### src/rtl/vector_operand_pack_if.sv
// Operand/result bundle for vector_operand_pack: two operand streams in,
// one packed pair stream out, plus FIFO occupancy status.
interface vector_operand_pack_if #(
  parameter int C_OP_WIDTH     = 16,
  parameter int C_NUM_OPERANDS = 1,
  parameter int C_FIFO_DEPTH   = 4
);
  localparam int W  = C_OP_WIDTH * C_NUM_OPERANDS;
  localparam int CW = $clog2(C_FIFO_DEPTH) + 1;

  logic [W-1:0]   op0_datain;
  logic           op0_datain_valid;
  logic           op0_datain_ready;
  logic [W-1:0]   op1_datain;
  logic           op1_datain_valid;
  logic           op1_datain_ready;
  logic [2*W-1:0] dout;
  logic           dout_valid;
  logic           dout_ready;
  logic [CW-1:0]  op0_count;
  logic [CW-1:0]  op1_count;

  modport master (
    output op0_datain, op0_datain_valid, op1_datain, op1_datain_valid, dout_ready,
    input  op0_datain_ready, op1_datain_ready, dout, dout_valid, op0_count, op1_count
  );

  modport slave (
    input  op0_datain, op0_datain_valid, op1_datain, op1_datain_valid, dout_ready,
    output op0_datain_ready, op1_datain_ready, dout, dout_valid, op0_count, op1_count
  );
endinterface

### src/rtl/vector_operand_pack.sv
// Buffers two operand-vector streams in small FIFOs and joins their heads in
// arrival order into one registered {op1, op0} word for the multiplier.
module vector_operand_pack #(
  parameter int C_OP_WIDTH     = 16,
  parameter int C_NUM_OPERANDS = 1,
  parameter int C_FIFO_DEPTH   = 4
) (
  input  logic                  clk,
  input  logic                  rst,
  vector_operand_pack_if.slave  bus
);
  localparam int W  = C_OP_WIDTH * C_NUM_OPERANDS;
  localparam int AW = $clog2(C_FIFO_DEPTH);
  localparam int CW = AW + 1;
  localparam logic [CW-1:0] DEPTH = CW'(C_FIFO_DEPTH);

  logic [W-1:0]   mem0 [C_FIFO_DEPTH];
  logic [W-1:0]   mem1 [C_FIFO_DEPTH];
  logic [AW-1:0]  wr_ptr0, rd_ptr0, wr_ptr1, rd_ptr1;
  logic [CW-1:0]  count0, count1;
  logic [2*W-1:0] dout_q;
  logic           dout_valid_q;
  logic           wr0, wr1, free, pop;

  // Ready depends only on registered occupancy, so a pop in the same cycle
  // never lets a full FIFO take a new word.
  assign bus.op0_datain_ready = !rst && (count0 < DEPTH);
  assign bus.op1_datain_ready = !rst && (count1 < DEPTH);

  assign wr0  = bus.op0_datain_valid && bus.op0_datain_ready;
  assign wr1  = bus.op1_datain_valid && bus.op1_datain_ready;
  assign free = !dout_valid_q || bus.dout_ready;
  assign pop  = (count0 != '0) && (count1 != '0) && free;

  assign bus.dout       = dout_q;
  assign bus.dout_valid = dout_valid_q;
  assign bus.op0_count  = count0;
  assign bus.op1_count  = count1;

  always_ff @(posedge clk) begin
    if (wr0) mem0[wr_ptr0] <= bus.op0_datain;
    if (wr1) mem1[wr_ptr1] <= bus.op1_datain;
  end

  always_ff @(posedge clk) begin
    if (rst) begin
      wr_ptr0      <= '0;
      rd_ptr0      <= '0;
      wr_ptr1      <= '0;
      rd_ptr1      <= '0;
      count0       <= '0;
      count1       <= '0;
      dout_q       <= '0;
      dout_valid_q <= 1'b0;
    end else begin
      if (wr0) wr_ptr0 <= wr_ptr0 + 1'b1;
      if (wr1) wr_ptr1 <= wr_ptr1 + 1'b1;

      if (pop) begin
        rd_ptr0      <= rd_ptr0 + 1'b1;
        rd_ptr1      <= rd_ptr1 + 1'b1;
        dout_q       <= {mem1[rd_ptr1], mem0[rd_ptr0]};
        dout_valid_q <= 1'b1;
      end else if (bus.dout_ready) begin
        dout_valid_q <= 1'b0;
      end

      case ({wr0, pop})
        2'b10:   count0 <= count0 + 1'b1;
        2'b01:   count0 <= count0 - 1'b1;
        default: count0 <= count0;
      endcase

      case ({wr1, pop})
        2'b10:   count1 <= count1 + 1'b1;
        2'b01:   count1 <= count1 - 1'b1;
        default: count1 <= count1;
      endcase
    end
  end
endmodule

### src/flat_wrapper.sv
// flat-port wrapper written by rule: the top's interface ports become plain ports
module vector_operand_pack_flat 
#(
  parameter int C_OP_WIDTH     = 16,
  parameter int C_NUM_OPERANDS = 1,
  parameter int C_FIFO_DEPTH   = 4
)
  (clk, rst, bus_op0_datain, bus_op0_datain_valid, bus_op1_datain, bus_op1_datain_valid, bus_dout_ready, bus_op0_datain_ready, bus_op1_datain_ready, bus_dout, bus_dout_valid, bus_op0_count, bus_op1_count);
  vector_operand_pack_if #(.C_OP_WIDTH(C_OP_WIDTH), .C_NUM_OPERANDS(C_NUM_OPERANDS), .C_FIFO_DEPTH(C_FIFO_DEPTH)) bus_i ();
  input  logic clk;
  input  logic rst;
  input wire logic [$bits(bus_i.op0_datain)-1:0] bus_op0_datain;
  input wire logic [$bits(bus_i.op0_datain_valid)-1:0] bus_op0_datain_valid;
  input wire logic [$bits(bus_i.op1_datain)-1:0] bus_op1_datain;
  input wire logic [$bits(bus_i.op1_datain_valid)-1:0] bus_op1_datain_valid;
  input wire logic [$bits(bus_i.dout_ready)-1:0] bus_dout_ready;
  output wire logic [$bits(bus_i.op0_datain_ready)-1:0] bus_op0_datain_ready;
  output wire logic [$bits(bus_i.op1_datain_ready)-1:0] bus_op1_datain_ready;
  output wire logic [$bits(bus_i.dout)-1:0] bus_dout;
  output wire logic [$bits(bus_i.dout_valid)-1:0] bus_dout_valid;
  output wire logic [$bits(bus_i.op0_count)-1:0] bus_op0_count;
  output wire logic [$bits(bus_i.op1_count)-1:0] bus_op1_count;
  assign bus_i.op0_datain = bus_op0_datain;
  assign bus_i.op0_datain_valid = bus_op0_datain_valid;
  assign bus_i.op1_datain = bus_op1_datain;
  assign bus_i.op1_datain_valid = bus_op1_datain_valid;
  assign bus_i.dout_ready = bus_dout_ready;
  assign bus_op0_datain_ready = bus_i.op0_datain_ready;
  assign bus_op1_datain_ready = bus_i.op1_datain_ready;
  assign bus_dout = bus_i.dout;
  assign bus_dout_valid = bus_i.dout_valid;
  assign bus_op0_count = bus_i.op0_count;
  assign bus_op1_count = bus_i.op1_count;
  vector_operand_pack #(.C_OP_WIDTH(C_OP_WIDTH), .C_NUM_OPERANDS(C_NUM_OPERANDS), .C_FIFO_DEPTH(C_FIFO_DEPTH)) u_core (.clk(clk), .rst(rst), .bus(bus_i));
endmodule
### config.mk
export PLATFORM = sky130hd
export DESIGN_NAME = vector_operand_pack_flat
export DESIGN_NICKNAME = d
export VERILOG_FILES = /design/src/rtl/vector_operand_pack_if.sv /design/src/rtl/vector_operand_pack.sv /design/src/flat_wrapper.sv
export SDC_FILE = /design/constraint.sdc
export NUM_CORES = 1
export LEC_CHECK = 0
export ABC_AREA = 1
export CAP_MARGIN = 20
export CORE_ASPECT_RATIO = 0.5
export CORE_MARGIN = 3
export CORE_UTILIZATION = 58
export CTS_BUF_LIST = sky130_fd_sc_hd__clkbuf_2
export DETAILED_ROUTE_END_ITERATION = 8
export PLACE_DENSITY = 0.82
export SLEW_MARGIN = 20
export SYNTH_ARGS = -nofsm -noshare
export SYNTH_HDL_FRONTEND = slang
export SYNTH_SLANG_ARGS = --single-unit
### constraint.sdc
create_clock -name clk -period 2.8 [get_ports clk]
set_input_delay 0.56 -clock clk [delete_from_list [all_inputs] [get_ports clk]]
set_output_delay 0.56 -clock clk [all_outputs]
set_load 0.05 [all_outputs]
======== Yosys cells after proc, flatten, opt, wreduce, memory -nomap -nowiden ========
Memories as Yosys holds them, arrays and structs flattened. A register that Yosys moved wholly into a read port is not among the register bits.
Cells that the tools add are included.
W data, S select, Z words.
cells by class
  eq/ne operators ......................... 4
  mux-type cells .......................... 8
  $lt $le $gt $ge ......................... 2
  add/subtract/negate cells ............... 8
  reductions and logical operators ........ 14
operators by type and width
  cell                   count
  $pmux W3 S2            2
  $add A2 B1 Y2 const B  4
  $add A3 B1 Y3 const B  2
  $logic_and A1 B1 Y1    6
  $lt A3 B3 Y1 const B   2
  $mux W1                6
  $reduce_bool A2 Y1     3
  $reduce_bool A3 Y1     2
  $sub A3 B1 Y3 const B  2
  $eq A2 B1 Y1 const B   2
  $eq A2 B2 Y1 const B   2
  $logic_not A1 Y1       2
  $logic_or A1 B1 Y1     1
word-level totals
  output and inout bits ................... 41
  flip-flop bits (word level) ............. 15
  bits in writable memories ............... 128
  logic and storage cells ................. 45
  memories kept ........................... 2
memory list
  memory       words  bits a word  rd ports  clocked after memory_dff  write ports  line                       source
  u_core.mem0  4      16           1         1                         1            vector_operand_pack.sv:17  logic [W-1:0] mem0 [C_FIFO_DEPTH];
  u_core.mem1  4      16           1         1                         1            vector_operand_pack.sv:18  logic [W-1:0] mem1 [C_FIFO_DEPTH];

======== Logic depth before layout (Yosys ltp) ========
Gate-level depths: netlist of run 1.
  depth after elaboration ................. 5
  mapped depth ............................ 14

======== Worst setup path after synthesis of run 1 ========
Ideal clock, no wire load.
  path kind ............................... input to register
  start point ............................. in rst
  end point ............................... mem u_core.mem0[0][0] (netlist name) (enable)
  setup slack ............................. 0.010 ns
  path buffers ............................ 1
  stages on the path ...................... 4
  arrival ................................. 2.402 ns
  data required time ...................... 2.411 ns
  cells stage by stage .................... buf_2 nor2_1 nand2_2 nor2_1
on the way
  word-level cells in the longest chain between the ends .. 5
ends and longest elaborated chain
  what                           line                       source
  from (decl)                    flat_wrapper.sv:11         input logic rst;
  $logic_not A1 Y1               vector_operand_pack.sv:27  assign bus.op0_datain_ready = !rst && (count0 < DEPTH);
  $logic_and A1 B1 Y1            vector_operand_pack.sv:27
  via bus_op0_datain_ready       flat_wrapper.sv:17         output wire logic [$bits(bus_i.op0_datain_ready)-1:0] bus_op0_datain_ready;
  $logic_and A1 B1 Y1            vector_operand_pack.sv:30  assign wr0 = bus.op0_datain_valid && bus.op0_datain_ready;
  $mux W1                        vector_operand_pack.sv:41  if (wr0) mem0[wr_ptr0] <= bus.op0_datain;
  $mux W1 (not written as such)  vector_operand_pack.sv:41
  to (decl)                      vector_operand_pack.sv:17
The timed path passes the listed nets, and every way through them passes these cells.

======== Worst setup path after layout of run 1 ========
  start point ............................. reg u_core.dout_q[20] (netlist: u_core.bus.dout[20]), read port of u_core.mem1
  end point ............................... out bus_dout[20]
RTL lines
  what         line                       source
  from (decl)  vector_operand_pack.sv:21  logic [2*W-1:0] dout_q;
  to (decl)    flat_wrapper.sv:19         output wire logic [$bits(bus_i.dout)-1:0] bus_dout;
No word-level cell between the ends.

==> results of run 1 <==
-- power breakdown --
| part | internal, W | switching (W) |
|---|---|---|
| Clock | 0.000348 | 0.000905 |
| Combinational | 0.000640 | 0.00135 |
| Sequential | 0.00300 | 0.000126 |
-- sequential cells by signal, summed over array words and instances (netlist names) --
signal,cells
u_core.bus.dout_valid,1
u_core.mem1,64
u_core.bus.dout,32
u_core.wr_ptr1,2
u_core.rd_ptr1,2
u_core.bus.op1_count,3
u_core.mem0,64
u_core.wr_ptr0,2
u_core.bus.op0_count,3
u_core.rd_ptr0,2
-- logic make-up (layout without fill, tap and decap cells) --
| family | count (synthesis) | in the layout | share of synthesized area [%] |
|---|---|---|---|
| buf+inv | 92 | 185 | 6.00 |
| other cells | 0 | 1 | 0 |
| fa+ha+maj | 12 | 12 | 2.33 |
| compound gates | 85 | 85 | 6.00 |
| simple gates | 335 | 335 | 18.2 |
| flops | 175 | 175 | 67.5 |
-- cell usage in the layout (no fill, tap or decap) --
cell type / n
a21oi_1: 13
buf_12: 2
buf_4: 16
bufinv_16: 1
clkbuf_2: 19
clkdlybuf4s50_1: 75
clkinv_1: 1
clkinv_4: 4
clkinvlp_4: 3
dfxtp_1: 47
diode_2: 1
edfxtp_1: 128
fa_1: 2
ha_1: 10
inv_1: 54
inv_2: 6
inv_6: 2
inv_8: 2
nand2_1: 113
nand2_2: 3
nand3_2: 1
nand3_4: 1
nand4_1: 2
nor2_1: 215
o21ai_0: 53
o21ai_1: 19
-- per-stage QoR --
step	std cells	utilization [%]	hold slack (ns)	worst slack, ns	total power [W]
floorplan	699	-	0.490	0.00973	0.00460
detailed placement	919	69.9	0.513	0.260	0.00518
global placement	919	69.9	0.501	0.358	0.00511
global route	952	71.9	0.349	0.144	0.00673
finish	952	71.9	0.439	0.268	0.00637
CTS	951	71.8	0.390	0.224	0.00640
-- final cells by class --
cell class	instances	area, um^2
Antenna cell	1	2.50
Clock inverter	13	131
Multi-Input combinational cell	432	1880
Fill cell	832	3220
Inverter	60	225
Tap cell	159	199
Sequential cell	175	4780
Timing Repair Buffer	93	911
Clock buffer	19	95.1
-- metal layers --
metal / share of wire (%) / global-route usage [%]
met5: 0 / 0
met4: 1.1 / 6.27
met3: 5.1 / 4.53
met2: 48 / 35.2
met1: 46 / 29.4
-- path summary, 6_finish.rpt --
| path | start | endpoint | slack (ns) | cells past startpoint |
|---|---|---|---|---|
| setup / recovery | u_core.bus.dout[20] | bus_dout[20] | 0.27 | 1 |
| hold / removal | bus_op0_datain[13] | u_core.mem0[2][13] | 0.44 | 1 |
| setup reg to reg | u_core.bus.op0_count[1] | u_core.bus.op0_count[2] | 0.85 | 13 |
| hold reg to reg | u_core.bus.dout[31] | u_core.bus.dout[31] | 0.54 | 4 |
==> out/metrics.csv, run 1 <==
stage,metric,value,unit
status,status,"finished, final reports clean",
synthesis,synth_area,0.00709,mm^2
worst_setup_path,cp_max_fo,2,
clock_tree,clkTransAtPathRegs,0.28,ns
synthesis,yosys_most_used_dff,edfxtp_1,
synthesis,synth_common_cells,"nor2_1 (215), edfxtp_1 (128), nand2_1 (113)",
routing,drtAntennaViolNets,0,
sta,finalHoldViolations,0,
clock_tree,ctsHtreeMaxLevel,4,
synthesis,synth_warnings,0,
die,fp.dieW,162,um
synthesis,synth_edf_count,128,
worst_setup_path,critPathTopFamily,buffers and inverters,
sta,grt_setup_unrepaired,no,
job,max_cap_violations,0,
sta,fmax,395,MHz
clock_tree,cts-root-buf,clkbuf_2,
synthesis,synth_top_area_share,54.2,%
pwr,p_leak,3.21,nW
worst_setup_path,crit_arrival,1.97,ns
clock_tree,cts_buffers,17,
sta,maxSlewViolCount,0,
clock_tree,cts_tree,yes,
worst_setup_path,critPathKind,register to primary output,
clock_tree,cts.repair.resized,0,
clock_tree,hold_buffers,0,
sta,clock_skew,0.0494,ns
worst_setup_path,worst-path-buf-inv,1,
clock_tree,clock_latency,0.72,ns
routing,drt_wl_total,14300,um
routing,first_pass_iters,5,
synthesis,ys_seq_area_share,67.5,%
synthesis,synth_most_common_cell,nor2_1,
worst_setup_path,cp_slowest_stage_delay,0.84,ns
pwr,ir_drop,0.301,mV
global_route,grt.total_usage,21.5,%
sta,worst_slew_pin_slew,0.749,ns
synthesis,yosysTopAreaCell,edfxtp_1,
worst_setup_path,worstPathCellList,clkdlybuf4s50_1,
routing,drtIter0Drc,364,
cells_and_area,final_area,0.00823,mm^2
synthesis,mappedNetlistNets,748,
cells_and_area,area_growth,16.1,%
synthesis,async_flop_share,0,%
worst_setup_path,critPathCaptureType,primary output,
cells_and_area,fin_nets,828,
sta,tns,0,ns
routing,wl_per_cell,15.0,um
synthesis,syn_inst,699,
synthesis,yosys-top-cells-area,"edfxtp_1 (54%), dfxtp_1 (13%), nor2_1 (11%), nand2_1 (6.0%), o21ai_0 (3.7%)",
die,die_y,84.2,um
die,die-area,0.0137,mm^2
clock_tree,cts.sinks,175,
die,rows,27,
hold_path,min_path_type,input port to register,
global_route,grt_max_degree,72,
routing,avgViaCountPerCell,5.03,
global_route,grt_overflow_total,0,
die,ios,78,
die,start_util,61.9,%
pwr,pwr_density_cell,774,mW/mm^2
place,hpwl,8840,um
worst_setup_path,critical-path-slowest-cell,clkdlybuf4s50_1,
sta,min_period,2.53,ns
die,coreArea,0.0115,mm^2
place,portBuffers,77,
sta,fin_crit_sh,90.4,%
global_route,antenna_found_initial,1,
synthesis,synth.avg_cell_area,10.1,um^2
sta,final-setup-viol-count,0,
worst_setup_path,critical_path.startpoint_type,register,
clock_tree,cts_setup_buffers,0,
global_route,grt_pass1_wl,23000,um
place,post_dp_cell_area,0.00800,mm^2
clock_tree,cts_buffer_depth,2,
worst_setup_path,cp.required,2.24,ns
routing,vias,4788,
synthesis,ys_types,19,
place,globalplace.congestion,0.733,
routing,post-route-drc-count,0,
global_route,first_global_vias,4641,
synthesis,synth-seq-cells,175,
sta,max_slew_margin,50.1,%
cells_and_area,drive_above_1_share,7.58,%
Note: power is estimated with default switching activity, not from simulation.
==> inputs of run 2 (changes only) <==
--- a/config.mk
+++ b/config.mk
@@ -12,6 +12,7 @@
 export CORE_UTILIZATION = 58
 export CTS_BUF_LIST = sky130_fd_sc_hd__clkbuf_2
 export DETAILED_ROUTE_END_ITERATION = 8
+export MAX_ROUTING_LAYER = met4
 export PLACE_DENSITY = 0.82
 export SLEW_MARGIN = 20
 export SYNTH_ARGS = -nofsm -noshare
==> run 2 against run 1 <==
Final cell count unchanged. Sequential share of layout area unchanged. Sequential power about the same. Routed wire length about the same. Hold slack worse by 0.0038 ns. Clock skew down 0.0010 ns. Clock power about the same. Sequential cell count unchanged. Critical path depth unchanged. Fmax about the same. Power about the same. Largest cell class unchanged.
==> out/metrics.csv, run 2 (synthesized netlist as in run 1, its figures left out) <==
stage,metric,value,unit,change
worst_setup_path,worstPathCellList,clkdlybuf4s50_1,,unchanged
clock_tree,cts.sinks,175,,unchanged
place,globalplace.congestion,0.742,,was 0.733
place,place_inst,919,,unchanged
clock_tree,cts.repair.resized,0,,unchanged
hold_path,min_path_type,input port to register,,unchanged
die,start_util,61.9,%,unchanged
routing,top_layer,met4,,unchanged
place,preCtsSetupSlack,0.260,ns,unchanged
die,rows,27,,unchanged
routing,met2_wirelength,6890,um,was 6870 um
cells_and_area,fill_cells,832,,unchanged
clock_tree,cts_buffer_depth,2,,unchanged
place,portBuffers,77,,unchanged
routing,post-route-drc-count,0,,unchanged
die,die_y,84.2,um,unchanged
global_route,grt.total_usage,22.2,%,was 21.5%
sta,maxSlewViolCount,0,,unchanged
pwr,pwr_density_cell,774,mW/mm^2,about the same
routing,vias,4814,,was 4788
routing,met1_length,6560,um,was 6490 um
routing,drt_wl_total,14300,um,about the same
sta,grt_setup_unrepaired,no,,unchanged
routing,avgViaCountPerCell,5.06,,was 5.03
worst_setup_path,critPathLaunch,u_core.bus.dout[20],,unchanged
sta,clock_skew,0.0484,ns,was 0.0494 ns
worst_setup_path,cp_max_fo,2,,unchanged
worst_setup_path,critPathCaptureType,primary output,,unchanged
sta,min_period,2.53,ns,about the same
sta,tns,0,ns,unchanged
clock_tree,ctsHtreeMaxLevel,4,,unchanged
pwr,p_leak,3.21,nW,unchanged
hold_path,min_from,bus_op0_datain[13],,unchanged
cells_and_area,layout_commonest_cell,nor2_1,,unchanged
cells_and_area,area_growth,16.1,%,unchanged
sta,fin_crit_sh,90.4,%,about the same
cells_and_area,drive_above_1_share,7.58,%,unchanged
sta,finalHoldViolations,0,,unchanged
worst_setup_path,worst-path-buf-inv,1,,unchanged
die,coreArea,0.0115,mm^2,unchanged
worst_setup_path,r2r_setup_slack,0.85,ns,about the same
worst_setup_path,critPathKind,register to primary output,,unchanged
cells_and_area,mostFrequentLayoutCells,"nor2_1 (215), edfxtp_1 (128), nand2_1 (113)",,unchanged
die,fp.dieW,162,um,unchanged
clock_tree,clock_latency,0.72,ns,about the same
global_route,grt_pass1_wl,23000,um,unchanged
global_route,grt_overflow_total,0,,unchanged
clock_tree,cts_setup_buffers,0,,unchanged
worst_setup_path,critical-path-slowest-cell,clkdlybuf4s50_1,,unchanged
sta,fmax,395,MHz,about the same
clock_tree,hold_buffers,0,,unchanged
worst_setup_path,critPathTopFamily,buffers and inverters,,unchanged
cells_and_area,final_area,0.00823,mm^2,unchanged
worst_setup_path,cp_slowest_stage_delay,0.84,ns,about the same
job,max_cap_violations,0,,unchanged
clock_tree,cts_buffers,17,,unchanged
routing,drtIter0Drc,370,,was 364
sta,worst_slew_pin_slew,0.752,ns,was 0.749 ns
sta,fin_ws,0.268,ns,about the same
clock_tree,clkTransAtPathRegs,0.27,ns,was 0.28 ns
place,hpwl,8840,um,unchanged
routing,route.met3.wl,656,um,was 727 um
sta,final-setup-viol-count,0,,unchanged
routing,wl_per_cell,15.0,um,about the same
worst_setup_path,cp.required,2.24,ns,about the same
routing,first_pass_iters,5,,unchanged
pwr,ir_drop,0.301,mV,about the same
worst_setup_path,crit_arrival,1.97,ns,about the same
worst_setup_path,reg2reg_from,u_core.bus.op0_count[1],,unchanged
clock_tree,cts_tree,yes,,unchanged
cells_and_area,fin_nets,828,,unchanged
die,ios,78,,unchanged
status,status,"finished, final reports clean",,unchanged
global_route,first_global_vias,4642,,was 4641
global_route,grt_max_degree,72,,unchanged
clock_tree,cts-root-buf,clkbuf_2,,unchanged
die,die-area,0.0137,mm^2,unchanged
routing,drtAntennaViolNets,0,,unchanged
place,post_dp_cell_area,0.00800,mm^2,unchanged
global_route,antenna_found_initial,1,,unchanged
sta,max_slew_margin,49.9,%,was 50.1%
worst_setup_path,critical_path.startpoint_type,register,,unchanged
cells_and_area,instances_no_fill,952,,unchanged
==> run 2: cell counts in the layout (fill, tap and decap cells not counted) <==
Identical to the previous run, type by type.
==> run 2: per-layer routing <==
metal  track usage, %  vias up
met1             29.4     2260
met2             35.2      121
met3             4.53       16
li1                 -     2417
met4             6.27        0
met5                -        -
==> run 2: layout make-up <==
cell class	count	area, um^2	area share, %
antenna	1	2.50	0.0304
clock buffer	19	95.1	1.16
clock inverter	13	131	1.60
inverter	60	225	2.74
multi-input combinational	432	1880	22.9
sequential	175	4780	58.1
tap	159	199	2.42
timing repair buffer	93	911	11.1
==> run 2: final timing paths <==
path | to | depth (start not counted)
setup / recovery | bus_dout[20] | 1
hold / removal | u_core.mem0[2][13] | 1
setup reg to reg | u_core.bus.op0_count[2] | 13
hold reg to reg | u_core.bus.dout[31] | 4
==> run 2: per-stage QoR <==
stage	util, %	hold WS [ns]	total power, W
2_1_floorplan	-	0.490	0.00460
3_3_place_gp	69.9	0.501	0.00511
3_5_place_dp	69.9	0.513	0.00518
4_1_cts	71.8	0.390	0.00640
5_1_grt	71.9	0.349	0.00673
6_report	71.9	0.435	0.00637
==> run 2: power by group <==
group,internal (W),switching [W]
sequential,0.00300,0.000126
clock,0.000347,0.000903
combinational,0.000640,0.00135
==> inputs of run 3 (changes only) <==
--- a/config.mk
+++ b/config.mk
@@ -14,6 +14,7 @@
 export DETAILED_ROUTE_END_ITERATION = 8
 export MAX_ROUTING_LAYER = met4
 export PLACE_DENSITY = 0.82
+export SETUP_SLACK_MARGIN = 0.2
 export SLEW_MARGIN = 20
 export SYNTH_ARGS = -nofsm -noshare
 export SYNTH_HDL_FRONTEND = slang
==> run 3 against run 2 <==
Power is 0.15% lower. Largest cell class unchanged. Final cell count stayed put. Global-route usage stayed put. Largest power group unchanged. Clock power hardly changed.
==> out/metrics.csv, run 3 (synthesized netlist as in run 1, its figures left out) <==
stage,metric,value,unit,change
sta,maxSlewViolCount,0,,unchanged
worst_setup_path,critical_path.startpoint_type,register,,unchanged
pwr,pwr_density_cell,769,mW/mm^2,was 774 mW/mm^2
clock_tree,cts.sinks,175,,unchanged
cells_and_area,fill_cells,826,,was 832
worst_setup_path,cp_slowest_stage_delay,0.84,ns,about the same
routing,vias,4783,,was 4814
clock_tree,clkTransAtPathRegs,0.26,ns,was 0.27 ns
cells_and_area,regArea,0.00478,mm^2,unchanged
routing,drt_wl_total,14200,um,was 14300 um
place,hpwl,8840,um,unchanged
die,die-area,0.0137,mm^2,unchanged
sta,max_slew_margin,50.0,%,was 49.9%
sta,final-setup-viol-count,0,,unchanged
clock_tree,cts_setup_buffers,0,,unchanged
die,die_y,84.2,um,unchanged
place,globalplace.congestion,0.742,,unchanged
pwr,power.total,0.00636,W,was 0.00637 W
global_route,grt.total_usage,22.2,%,unchanged
clock_tree,clock_latency,0.72,ns,about the same
die,start_util,61.9,%,unchanged
sta,fin_crit_sh,89.5,%,was 90.4%
global_route,grt_pass1_wl,23000,um,unchanged
worst_setup_path,worst-path-buf-inv,1,,unchanged
clock_tree,cts_buffers,17,,unchanged
routing,wl_per_cell,14.9,um,was 15.0 um
sta,grt_setup_unrepaired,no,,unchanged
worst_setup_path,worstPathCellList,clkdlybuf4s50_1,,unchanged
worst_setup_path,critPathKind,register to primary output,,unchanged
worst_setup_path,cp.required,2.24,ns,about the same
routing,post-route-drc-count,0,,unchanged
hold_path,min_path_type,input port to register,,unchanged
job,max_cap_violations,0,,unchanged
sta,tns,0,ns,unchanged
die,coreArea,0.0115,mm^2,unchanged
clock_tree,ctsHtreeMaxLevel,4,,unchanged
cells_and_area,layout_commonest_cell,nor2_1,,unchanged
sta,finalHoldViolations,0,,unchanged
routing,first_pass_iters,4,,was 5
cells_and_area,mostFrequentLayoutCells,"nor2_1 (215), edfxtp_1 (128), nand2_1 (113)",,unchanged
clock_tree,cts_tree,yes,,unchanged
status,status,"finished, final reports clean",,unchanged
die,ios,78,,unchanged
routing,drtIter0Drc,352,,was 370
worst_setup_path,critPathTopFamily,buffers and inverters,,unchanged
die,rows,27,,unchanged
routing,avgViaCountPerCell,5.02,,was 5.06
sta,worst_slew_pin_slew,0.750,ns,was 0.752 ns
global_route,grt_max_degree,72,,unchanged
die,fp.dieW,162,um,unchanged
sta,fmax,399,MHz,was 395 MHz
global_route,first_global_vias,4642,,unchanged
pwr,p_leak,3.44,nW,was 3.21 nW
cells_and_area,fin_nets,828,,unchanged
worst_setup_path,critPathCaptureType,primary output,,unchanged
clock_tree,cts-root-buf,clkbuf_2,,unchanged
worst_setup_path,cp_max_fo,2,,unchanged
clock_tree,cts_buffer_depth,2,,unchanged
cells_and_area,multi_input_area,0.00188,mm^2,unchanged
routing,drtAntennaViolNets,0,,unchanged
cells_and_area,drive_above_1_share,7.58,%,unchanged
worst_setup_path,critical-path-slowest-cell,clkdlybuf4s50_1,,unchanged
place,portBuffers,77,,unchanged
sta,clock_skew,0.0557,ns,was 0.0484 ns
sta,min_period,2.50,ns,was 2.53 ns
pwr,ir_drop,0.304,mV,was 0.301 mV
global_route,grt_overflow_total,0,,unchanged
cells_and_area,area_growth,16.5,%,was 16.1%
global_route,antenna_found_initial,1,,unchanged
worst_setup_path,crit_arrival,1.94,ns,was 1.97 ns
run 3: area by class of cell:
class / instances / share of cell area [%]
antenna: 1 / 0.0303
inverter: 60 / 2.73
multi-input combinational: 432 / 22.8
tap: 159 / 2.41
sequential: 175 / 57.9
clock buffer: 19 / 1.15
clock inverter: 13 / 1.59
timing repair buffer: 93 / 11.4
run 3: power breakdown:
part           switching, W  internal (W)  leakage, nW
combinational       0.00135      0.000635         1.76
clock              0.000901      0.000347        0.133
sequential         0.000124       0.00300         1.55
run 3: metal layers:
metal / GRT usage [%] / part of all wire, % / routed length (um)
met1: 29.4 / 46 / 6520
met2: 35.2 / 49 / 6910
met3: 4.53 / 4.6 / 652
met4: 6.27 / 0.96 / 137
met5: - / 0 / 0
run 3: what timing repair did:
| action | 4_1_cts | 5_1_grt |
|---|---|---|
| hold endpoints to repair | 0 | 0 |
| setup endpoints to repair | 0 | 13 |
| gates resized for setup | 0 | 13 |
| hold buffers | 0 | 0 |
run 3: per-stage QoR:
step	area [um^2]	std cells	worst slack, ns	util [%]	hold WS [ns]
finish	8260	952	0.295	72.1	0.446
global route	8260	952	0.201	72.1	0.349
CTS	8230	951	0.224	71.8	0.390
detailed placement	8000	919	0.260	69.9	0.513
global placement	8000	919	0.358	69.9	0.501
floorplan	7090	699	0.00973	-	0.490
run 3: final timing paths:
check / from / end / slack, ns / depth (start not counted)
worst max-delay path: u_core.bus.dout[6] / bus_dout[6] / 0.30 / 1
worst min-delay path: bus_op0_datain[13] / u_core.mem0[2][13] / 0.45 / 1
worst min register to register: u_core.bus.dout[26] / u_core.bus.dout[26] / 0.54 / 4
worst max register to register: u_core.bus.op0_count[1] / u_core.bus.op0_count[2] / 0.85 / 13
